==> src/rtl/if_fetch_unit_pkg.sv <==
`default_nettype none
// ============================================================================
// Module   : if_fetch_unit_pkg
// Brief    : Shared constants and state encoding for the instruction fetch unit
// Revision : 1.0
// ============================================================================
package if_fetch_unit_pkg;

  localparam int XLEN = 32;
  localparam logic [XLEN-1:0] c_NOP_INST = 32'h0000_0013;

  typedef enum logic [1:0] {
    S_IDLE  = 2'd0,
    S_REQ   = 2'd1,
    S_HOLD  = 2'd2,
    S_DRAIN = 2'd3
  } fetch_state_t;

endpackage
`default_nettype wire

==> src/rtl/if_fetch_unit_adder.sv <==
`default_nettype none
// ============================================================================
// Module   : if_fetch_unit_adder
// Brief    : Parameterised N-bit ripple-carry adder; carry-out is dropped
// Revision : 1.0
// ============================================================================
module if_fetch_unit_adder #(
  parameter int N = 32
) (
  input  logic [N-1:0] i_a,
  input  logic [N-1:0] i_b,
  input  logic         i_cin,
  output logic [N-1:0] o_sum
);

  always_comb begin
    logic w_carry;
    w_carry = i_cin;
    o_sum   = '0;
    for (int i = 0; i < N; i++) begin
      o_sum[i] = i_a[i] ^ i_b[i] ^ w_carry;
      w_carry  = (i_a[i] & i_b[i]) | (w_carry & (i_a[i] ^ i_b[i]));
    end
  end

endmodule
`default_nettype wire

==> src/rtl/if_fetch_unit.sv <==
`default_nettype none
// ============================================================================
// Module   : if_fetch_unit
// Brief    : IF stage: instruction memory request FSM, IF/ID register, skid
// Revision : 1.0
// ============================================================================
module if_fetch_unit
  import if_fetch_unit_pkg::*;
#(
  parameter logic [XLEN-1:0] RESET_PC = 32'h0000_0000
) (
  input  logic            clk,
  input  logic            rst,
  input  logic            stall,
  input  logic            redirect,
  input  logic [XLEN-1:0] redirect_pc,
  output logic            imem_req,
  output logic [XLEN-1:0] imem_addr,
  input  logic            imem_ack,
  input  logic [XLEN-1:0] imem_rdata,
  output logic            if_valid,
  output logic [XLEN-1:0] if_pc,
  output logic [XLEN-1:0] if_pc4,
  output logic [XLEN-1:0] if_inst
);

  fetch_state_t    r_state;
  logic [XLEN-1:0] r_pc;
  logic            r_req;
  logic [XLEN-1:0] r_addr;
  logic [XLEN-1:0] r_skid_inst;
  logic            r_valid;
  logic [XLEN-1:0] r_if_pc;
  logic [XLEN-1:0] r_if_pc4;
  logic [XLEN-1:0] r_if_inst;

  logic [XLEN-1:0] w_pc4;
  logic [XLEN-1:0] w_target;

  assign w_target = redirect_pc & ~32'h0000_0003;

  if_fetch_unit_adder #(
    .N (XLEN)
  ) u_pc4_adder (
    .i_a   (r_pc),
    .i_b   (32'h0000_0004),
    .i_cin (1'b0),
    .o_sum (w_pc4)
  );

  // The skid buffer only stores the instruction word: while in HOLD, r_pc
  // still holds the address of the parked instruction.
  always_ff @(posedge clk or posedge rst) begin
    if (rst) begin
      r_state     <= S_IDLE;
      r_pc        <= RESET_PC;
      r_req       <= 1'b0;
      r_addr      <= RESET_PC;
      r_skid_inst <= '0;
      r_valid     <= 1'b0;
      r_if_pc     <= '0;
      r_if_pc4    <= '0;
      r_if_inst   <= c_NOP_INST;
    end else if (redirect) begin
      r_valid <= 1'b0;
      r_pc    <= w_target;
      r_req   <= 1'b1;
      if ((r_state == S_REQ || r_state == S_DRAIN) && !imem_ack) begin
        r_state <= S_DRAIN;
      end else begin
        r_state <= S_REQ;
        r_addr  <= w_target;
      end
    end else begin
      case (r_state)
        S_IDLE: begin
          r_state <= S_REQ;
          r_req   <= 1'b1;
          r_addr  <= r_pc;
        end
        S_REQ: begin
          if (imem_ack) begin
            if (stall && r_valid) begin
              r_skid_inst <= imem_rdata;
              r_req       <= 1'b0;
              r_state     <= S_HOLD;
            end else begin
              r_valid   <= 1'b1;
              r_if_pc   <= r_pc;
              r_if_pc4  <= w_pc4;
              r_if_inst <= imem_rdata;
              r_pc      <= w_pc4;
              r_addr    <= w_pc4;
            end
          end else if (!stall) begin
            r_valid <= 1'b0;
          end
        end
        S_HOLD: begin
          if (!stall) begin
            r_valid   <= 1'b1;
            r_if_pc   <= r_pc;
            r_if_pc4  <= w_pc4;
            r_if_inst <= r_skid_inst;
            r_pc      <= w_pc4;
            r_addr    <= w_pc4;
            r_req     <= 1'b1;
            r_state   <= S_REQ;
          end
        end
        S_DRAIN: begin
          if (imem_ack) begin
            r_state <= S_REQ;
            r_addr  <= r_pc;
          end
        end
        default: r_state <= S_IDLE;
      endcase
    end
  end

  assign imem_req  = r_req;
  assign imem_addr = r_addr;
  assign if_valid  = r_valid;
  assign if_pc     = r_if_pc;
  assign if_pc4    = r_if_pc4;
  assign if_inst   = r_if_inst;

endmodule
`default_nettype wire

==> config.mk <==
export PLATFORM = sky130hd
export DESIGN_NAME = if_fetch_unit
export DESIGN_NICKNAME = d
export VERILOG_FILES = /design/src/rtl/if_fetch_unit_pkg.sv /design/src/rtl/if_fetch_unit_adder.sv /design/src/rtl/if_fetch_unit.sv
export SDC_FILE = /design/constraint.sdc
export NUM_CORES = 1
export LEC_CHECK = 0
export CORE_ASPECT_RATIO = 0.5
export CORE_MARGIN = 2
export CORE_UTILIZATION = 56
export DETAILED_ROUTE_END_ITERATION = 10
export PLACE_DENSITY = 0.82
export SLEW_MARGIN = 20
export SYNTH_ARGS = -nofsm -noshare
export SYNTH_HDL_FRONTEND = slang
export SYNTH_SLANG_ARGS = --single-unit
==> constraint.sdc <==
create_clock -name clk -period 13.91 [get_ports clk]
set_clock_uncertainty 0.1 [all_clocks]
set_input_delay 4.173 -clock clk [delete_from_list [all_inputs] [get_ports clk]]
set_output_delay 4.173 -clock clk [all_outputs]
set_load 0.03 [all_outputs]
=== Word level (Yosys, flattened, before mapping) ===
Index checks and enable logic that the tools add are counted.

* Bits in read-only memories: 0
* Memory bits (writable): 0
* Input bits: 69
* Output and inout bits: 130
* Memories kept: 0
* Word-level logic and storage cells: 136
* Latch bits: 0
* Bits in registers: 196

* Bitwise logic cells: 59
* Muxes and demuxes: 38
* Divide/modulo/power cells: 0
* Multiply operators: 0
* Magnitude comparators: 0
* Shift operators: 0
* Reductions and logical operators: 15
* Add/sub/neg operators: 0
* Equality and inequality tests: 14

{| class="wikitable"
|+ Operators with widths
! operator !! count
|-
| $mux 32 || 16
|-
| $pmux 32 s2 || 4
|-
| $pmux 32 s4 || 1
|-
| $xor 1x1->1 || 29
|-
| $and 1x1->1 || 28
|-
| $reduce_and 4->1 || 5
|-
| $mux 2 || 6
|-
| $ne 3x3->1 const B || 4
|-
| $reduce_and 5->1 || 2
|-
| $mux 1 || 8
|-
| $ne 2x2->1 const B || 4
|-
| $ne 4x4->1 const B || 2
|-
| $pmux 2 s4 || 1
|-
| $eq 2x2->1 const B || 2
|-
| $reduce_bool 4->1 || 1
|-
| $ne 3x2->1 const B || 1
|-
| $pmux 1 s3 || 1
|-
| $reduce_bool 3->1 || 1
|-
| $eq 2x1->1 const B || 1
|-
| $logic_and 1x1->1 || 2
|-
| $logic_not 2->1 || 1
|-
| $not 1->1 || 2
|-
| $pmux 1 s2 || 1
|-
| $reduce_bool 2->1 || 1
|-
| 2 further kinds || 2
|}

=== Logic depth before layout (Yosys ltp) ===
* Depth in word-level cells: 33
* Depth in mapped cells: 31
* Mapped depth without buffers: 31

=== By module ===
Synthesis repeated with hierarchy kept, for this count alone.

* Cell total of the unflattened synthesis: 689
* Area, all modules: 9557.9 um^2

{| class="wikitable"
|+ Modules (own cells, without submodules)
! module !! cells each !! instances !! sequential area each (um^2) !! area each (um^2)
|-
| if_fetch_unit || 652 || 1 || 4908.5 || 8894.8
|-
| if_fetch_unit_adder || 37 || 1 || 0.0 || 663.1
|}

=== Worst setup path before layout ===
OpenSTA, ideal clock, no wires.

* Kind: register to register
* From: register r_pc[2]
* To: register r_addr[30] (netlist: imem_addr[30])
* Stages on the path, launching flop included: 32
* Clock period less this slack: 6080 ps
* Data arrival time: 5850 ps
* Library setup time: 130 ps
* Setup slack: 7830 ps
* Required time: 13680 ps
* Path buffers: 0
* Cells stage by stage: dfrtp_1 > ha_1 > ha_1 > ha_1 > ha_1 > ha_1 > ha_1 > ha_1 > ha_1 > ha_1 > ha_1 > ha_1 > ha_1 > ha_1 > ha_1 > ha_1 > ha_1 > ha_1 > ha_1 > ha_1 > ha_1 > ha_1 > ha_1 > ha_1 > ha_1 > ha_1 > ha_1 > ha_1 > ha_1 > mux2_2 > o21ai_0 > mux2i_1

* Cells in the longest elaborated chain, start to end: 32
* Elaborated cells between the ends (all ways): 33
* Classes of those cells: mux (5); bitwise (28)

{| class="wikitable"
|+ RTL lines
! item !! line !! text
|-
| from (decl) || if_fetch_unit.sv:28 || <nowiki>logic [XLEN-1:0] r_pc;</nowiki>
|-
| from (signal assigned) || if_fetch_unit.sv:66 || <nowiki>r_pc <= w_target;</nowiki>
|-
| from (signal assigned) || if_fetch_unit.sv:92 || <nowiki>r_pc <= w_pc4;</nowiki>
|-
| from (signal assigned) || if_fetch_unit.sv:105 || <nowiki>r_pc <= w_pc4;</nowiki>
|-
| $and 1x1->1 * (27 in a row) || if_fetch_unit_adder.sv:22 || <nowiki>w_carry = (i_a[i] & i_b[i]) | (w_carry & (i_a[i] ^ i_b[i]));</nowiki>
|-
| $xor 1x1->1 * || if_fetch_unit_adder.sv:21 || <nowiki>o_sum[i] = i_a[i] ^ i_b[i] ^ w_carry;</nowiki>
|-
| named net u_pc4_adder.o_sum[30] || if_fetch_unit_adder.sv:13 || <nowiki>output logic [N-1:0] o_sum</nowiki>
|-
| $mux 32 || if_fetch_unit.sv:83 || <nowiki>if (stall && r_valid) begin</nowiki>
|-
| $mux 32 || if_fetch_unit.sv:82 || <nowiki>if (imem_ack) begin</nowiki>
|-
| $pmux 32 s4 * || if_fetch_unit.sv:75 || <nowiki>case (r_state)</nowiki>
|-
| $mux 32 * || if_fetch_unit.sv:64 || <nowiki>end else if (redirect) begin</nowiki>
|-
| to (signal assigned) || if_fetch_unit.sv:72 || <nowiki>r_addr <= w_target;</nowiki>
|-
| to (signal assigned) || if_fetch_unit.sv:79 || <nowiki>r_addr <= r_pc;</nowiki>
|-
| to (signal assigned) || if_fetch_unit.sv:93 || <nowiki>r_addr <= w_pc4;</nowiki>
|-
| to (decl) || if_fetch_unit.sv:30 || <nowiki>logic [XLEN-1:0] r_addr;</nowiki>
|}

The timed path passes the listed nets; every way through them passes the cells marked *. The select of a mux whose other input is x is not followed.
A chain may end at the register's enable or synchronous reset.

=== Worst setup path after layout ===
* From: input stall
* To: register r_if_pc[23] (netlist: if_pc[23])

* Cells in the longest elaborated chain, start to end: 3
* Elaborated cells between the ends (all ways): 4
* Classes of those cells: eq/ne (2); reduce/logical (2)

{| class="wikitable"
|+ RTL lines
! item !! line !! text
|-
| from (decl) || if_fetch_unit.sv:14 || <nowiki>input logic stall,</nowiki>
|-
| $logic_and 1x1->1 || if_fetch_unit.sv:83 ||
|-
| $ne 2x2->1 (no line) || - ||
|-
| $reduce_and 5->1 (no line) * || - ||
|-
| to (signal assigned) || if_fetch_unit.sv:89 || <nowiki>r_if_pc <= r_pc;</nowiki>
|-
| to (signal assigned) || if_fetch_unit.sv:102 || <nowiki>r_if_pc <= r_pc;</nowiki>
|-
| to (decl) || if_fetch_unit.sv:33 || <nowiki>logic [XLEN-1:0] r_if_pc;</nowiki>
|}

Mark *: on every way between the ends. The rest lies on a longest branch, timed or not.

==> metrics.md <==
| Metric | Value |
|---|---|
| Status | `finished, final reports clean` |
| Share of layout cells above drive strength 1 | `25.7%` |
| Num ports | `just under 200` |
| CP peak stage delay | `880 ps` |
| Crit path launch type | `primary input` |
| Initial antenna violation count | `0` |
| Cell area after layout | `12300 sq um` |
| Worst vdd ir | `0.120 mV` |
| Crit-path cells | `buf_2 > and3_1 > or4_4 > buf_4 > mux2_2` |
| Slew @ Worst Pin | `966 ps` |
| Final-stage net count | `1008` |
| Vias in the first global route | `7098` |
| Starting Density | `58.1%` |
| RR Startpoint | `r_pc[2]` |
| CTS sink cnt | `189` |
| Cell with the most instances after synthesis | `dfrtp_1` |
| Placed cell area | `11600 sq um` |
| Worst-Skew Late Latency | `420 ps` |
| Max-slew violations | `0` |
| Min-delay src | `r_skid_inst[0]` |
| Routed Antenna Nets | `0` |
| Largest net degree at the start of global routing | `approximately 110` |
| CTS tree | `built` |
| Synth cell types | `44` |
| Fraction of registers with async set/reset | `100%` |
| Routability cong. | `~0.77` |
| Register bit count reported by yosys | `189` |
| DRC errors left | `0` |
| Crit path capture type | `flop` |
| Synth top area share | `48.3%` |
| Synth top cells by count | `186 x dfrtp_1, 107 x mux2_2, 79 x mux2_4, 36 x inv_1` |
| Vias | `6603` |
| WL final | `between 20000 and 25000 um` |
| Max-Cap Viols | `0` |
| Remaining global-route overflow | `0` |
| Power share of the combinational group | `47.3%` |
| Synth top area cells | `dfrtp_1 48%, mux2_2 12%, mux2_4 12%` |
| Simple-Gate Fraction of Synth Area | `6.58%` |
| Die height | `96.8 um` |
| Clock transition at the registers of the reported paths | `70 ps` |
| Switch share | `37.3%` |
| Buffers on Ports | `192` |
| Fin. Hold Viols | `0` |
| Worst EP required | `14110 ps` |
| Flop pwr share | `approximately a third` |
| Die area | `18300 sq um` |
| Compound-gate portion of the synthesized area | `7.12%` |
| Synthesis Warnings | `0` |
| Max stage delay cell, worst path | `buf_4` |
| CTS hold repair buffers | `0` |
| Clock Tree Buf Depth | `2` |
| Area grow syn2layout | `27.1%` |
| Register area share after synthesis | `49.1%` |
| Worst rel slew slack | `35.6%` |
| Post-CTS resize count | `0` |
| Pre-CTS setup slack | `6580 ps` |
| Critical Path Fanout Max | `52` |
| Setup ws final | `roughly 7000 ps` |
| Mux cell area share after synthesis | `27.9%` |
| Setup violations, final | `0` |
| Clock share of power | `18.5%` |
| Area leader, netlist | `dfrtp_1` |
| Fmax | `145 MHz` |
| Drt pass-1 iters | `4` |
| Number of diodes | `0` |
| Chip width | `190 um` |
| Cells after Synth | `749` |
| Int Pwr | `0.00171 W` |
| Largest family of logic cells by synthesized area | `multiplexers` |
| CTS Root Cell | `clkbuf_16` |
| Num CTS Buffers | `17` |
| First-pass GRT wire length | `about 37000 um` |
| DP HPWL | `between 10000 and 15000 um` |
| EDFF count, synth | `0` |
| Arrival @ worst endpoint | `about 7000 ps` |
| Row Count | `33` |
| Synth Area in Adders | `under 10%` |
| Total GRT Usage | `~25%` |
| Pwr dens | `222 nW/um^2` |
| Crit path time final | `6920 ps` |
| Crit path kind | `primary input to flop` |
| Critical Path Source | `stall` |
| Via density | `5.76` |
| Unrepaired setup endpoints after global routing | `no` |
| Synth Flop Type | `dfrtp_1` |
| Synth Area per Inst | `12.9 sq um` |
| Core area | `16600 sq um` |
| Setup tns final | `0 ps` |
| Initial DRC Count | `309` |
| Switching pwr | `0.00101 W` |
| Final period util | `around half` |
| Hold crit path type | `flop to flop` |
| Setup Buffers After CTS | `0` |
| Leak pwr | `5.45 nW` |
| Avg WL per Cell | `19.5 um` |
| XOR/XNOR Fraction of Synth Area | `less than 1%` |
| Final Util | `73.9%` |
| H-tree depth | `4` |
| Mapped cell area | `9640 sq um` |
## stage by stage
step	cells	hold WS, ps	total power [W]
3_5_place_dp	1114	391	0.00222
6_report	1146	402	0.00272
2_1_floorplan	752	375	0.00173
3_3_place_gp	1114	383	0.00218
4_1_cts	1145	407	0.00274
5_1_grt	1146	417	0.00285
## cells in the final DEF, fill, tap and decap left out, types with 2 or more instances in the layout
master | netlist | final
nand2_1 | 4 | 4
inv_1 | 36 | 35
clkbuf_8 | 0 | 3
buf_4 | 6 | 7
clkbuf_16 | 0 | 17
mux2i_1 | 30 | 29
a21oi_1 | 4 | 4
ha_1 | 32 | 31
bufinv_16 | 0 | 3
nor2b_1 | 2 | 2
mux2_2 | 107 | 107
a211oi_1 | 28 | 28
dfstp_2 | 3 | 3
clkinvlp_4 | 0 | 5
clkbuf_1 | 31 | 2
dfrtp_1 | 186 | 186
mux2_4 | 79 | 79
nor3_1 | 31 | 30
conb_1 | 1 | 4
clkdlybuf4s50_1 | 0 | 190
nand2b_1 | 29 | 29
o31a_1 | 3 | 2
nor4_1 | 28 | 28
o31ai_1 | 28 | 28
o21ai_0 | 32 | 32
## final timing paths
| path | to | slack [ps] | cells after the start |
|---|---|---|---|
| worst min register to register | r_skid_inst[0] | 400 | 1 |
| worst max-delay path | if_pc[23] | 6990 | 5 |
| min in group asynchronous | if_pc[13] | 4210 | 2 |
| worst min-delay path | r_skid_inst[0] | 400 | 1 |
| max in group asynchronous | if_pc4[22] | 8280 | 3 |
| worst max register to register | imem_addr[30] | 7140 | 31 |
## worst max-delay path: cells and delay by family
kind	cells	cell delay, ps
buffers and inverters	2	1510
multiplexers	1	420
AND/OR/NAND/NOR	2	950
## per-layer routing
layer | up-vias | wire length [um] | global-route usage [%]
met4 | 0 | 438 | 8.35
met5 | - | 0 | 0
li1 | 3041 | - | -
met3 | 29 | 1090 | 5.33
met2 | 182 | 10800 | 41.3
met1 | 3351 | 10100 | 34.0
## logic make-up after synthesis
logic type	after synthesis
other	1
AO/OA/AOI/OAI	102
XOR/XNOR	2
flip-flops	189
adder cells (fa/ha/maj)	32
multiplexers	216
AND/OR/NAND/NOR	107
buffers and inverters	100
## registers in the layout, indices dropped and copies added (netlist names)
name and count:
if_inst 32, r_skid_inst 32, imem_addr 31, if_pc4 30
if_pc 30, r_pc 30, r_state 2, if_valid 1
imem_req 1
## layout make-up
class	instances	area, sq um
Sequential cell	189	4730
Multi-Input combinational cell	463	4500
Fill cell	1078	4340
Timing Repair Buffer	200	1990
Clock buffer	22	474
Tap cell	227	284
Inverter	36	143
Clock inverter	9	136
## power by group through the flow
stage / registers (W) / clock network [W] / logic (W)
finish: 0.000931 / 0.000505 / 0.00129
global route: 0.000960 / 0.000541 / 0.00135
CTS: 0.000930 / 0.000516 / 0.00129
detailed placement: 0.000934 / 0 / 0.00129
global placement: 0.000924 / 0 / 0.00126
floorplan: 0.00124 / 0 / 0.000493
Power figures use the tool's default switching activity.
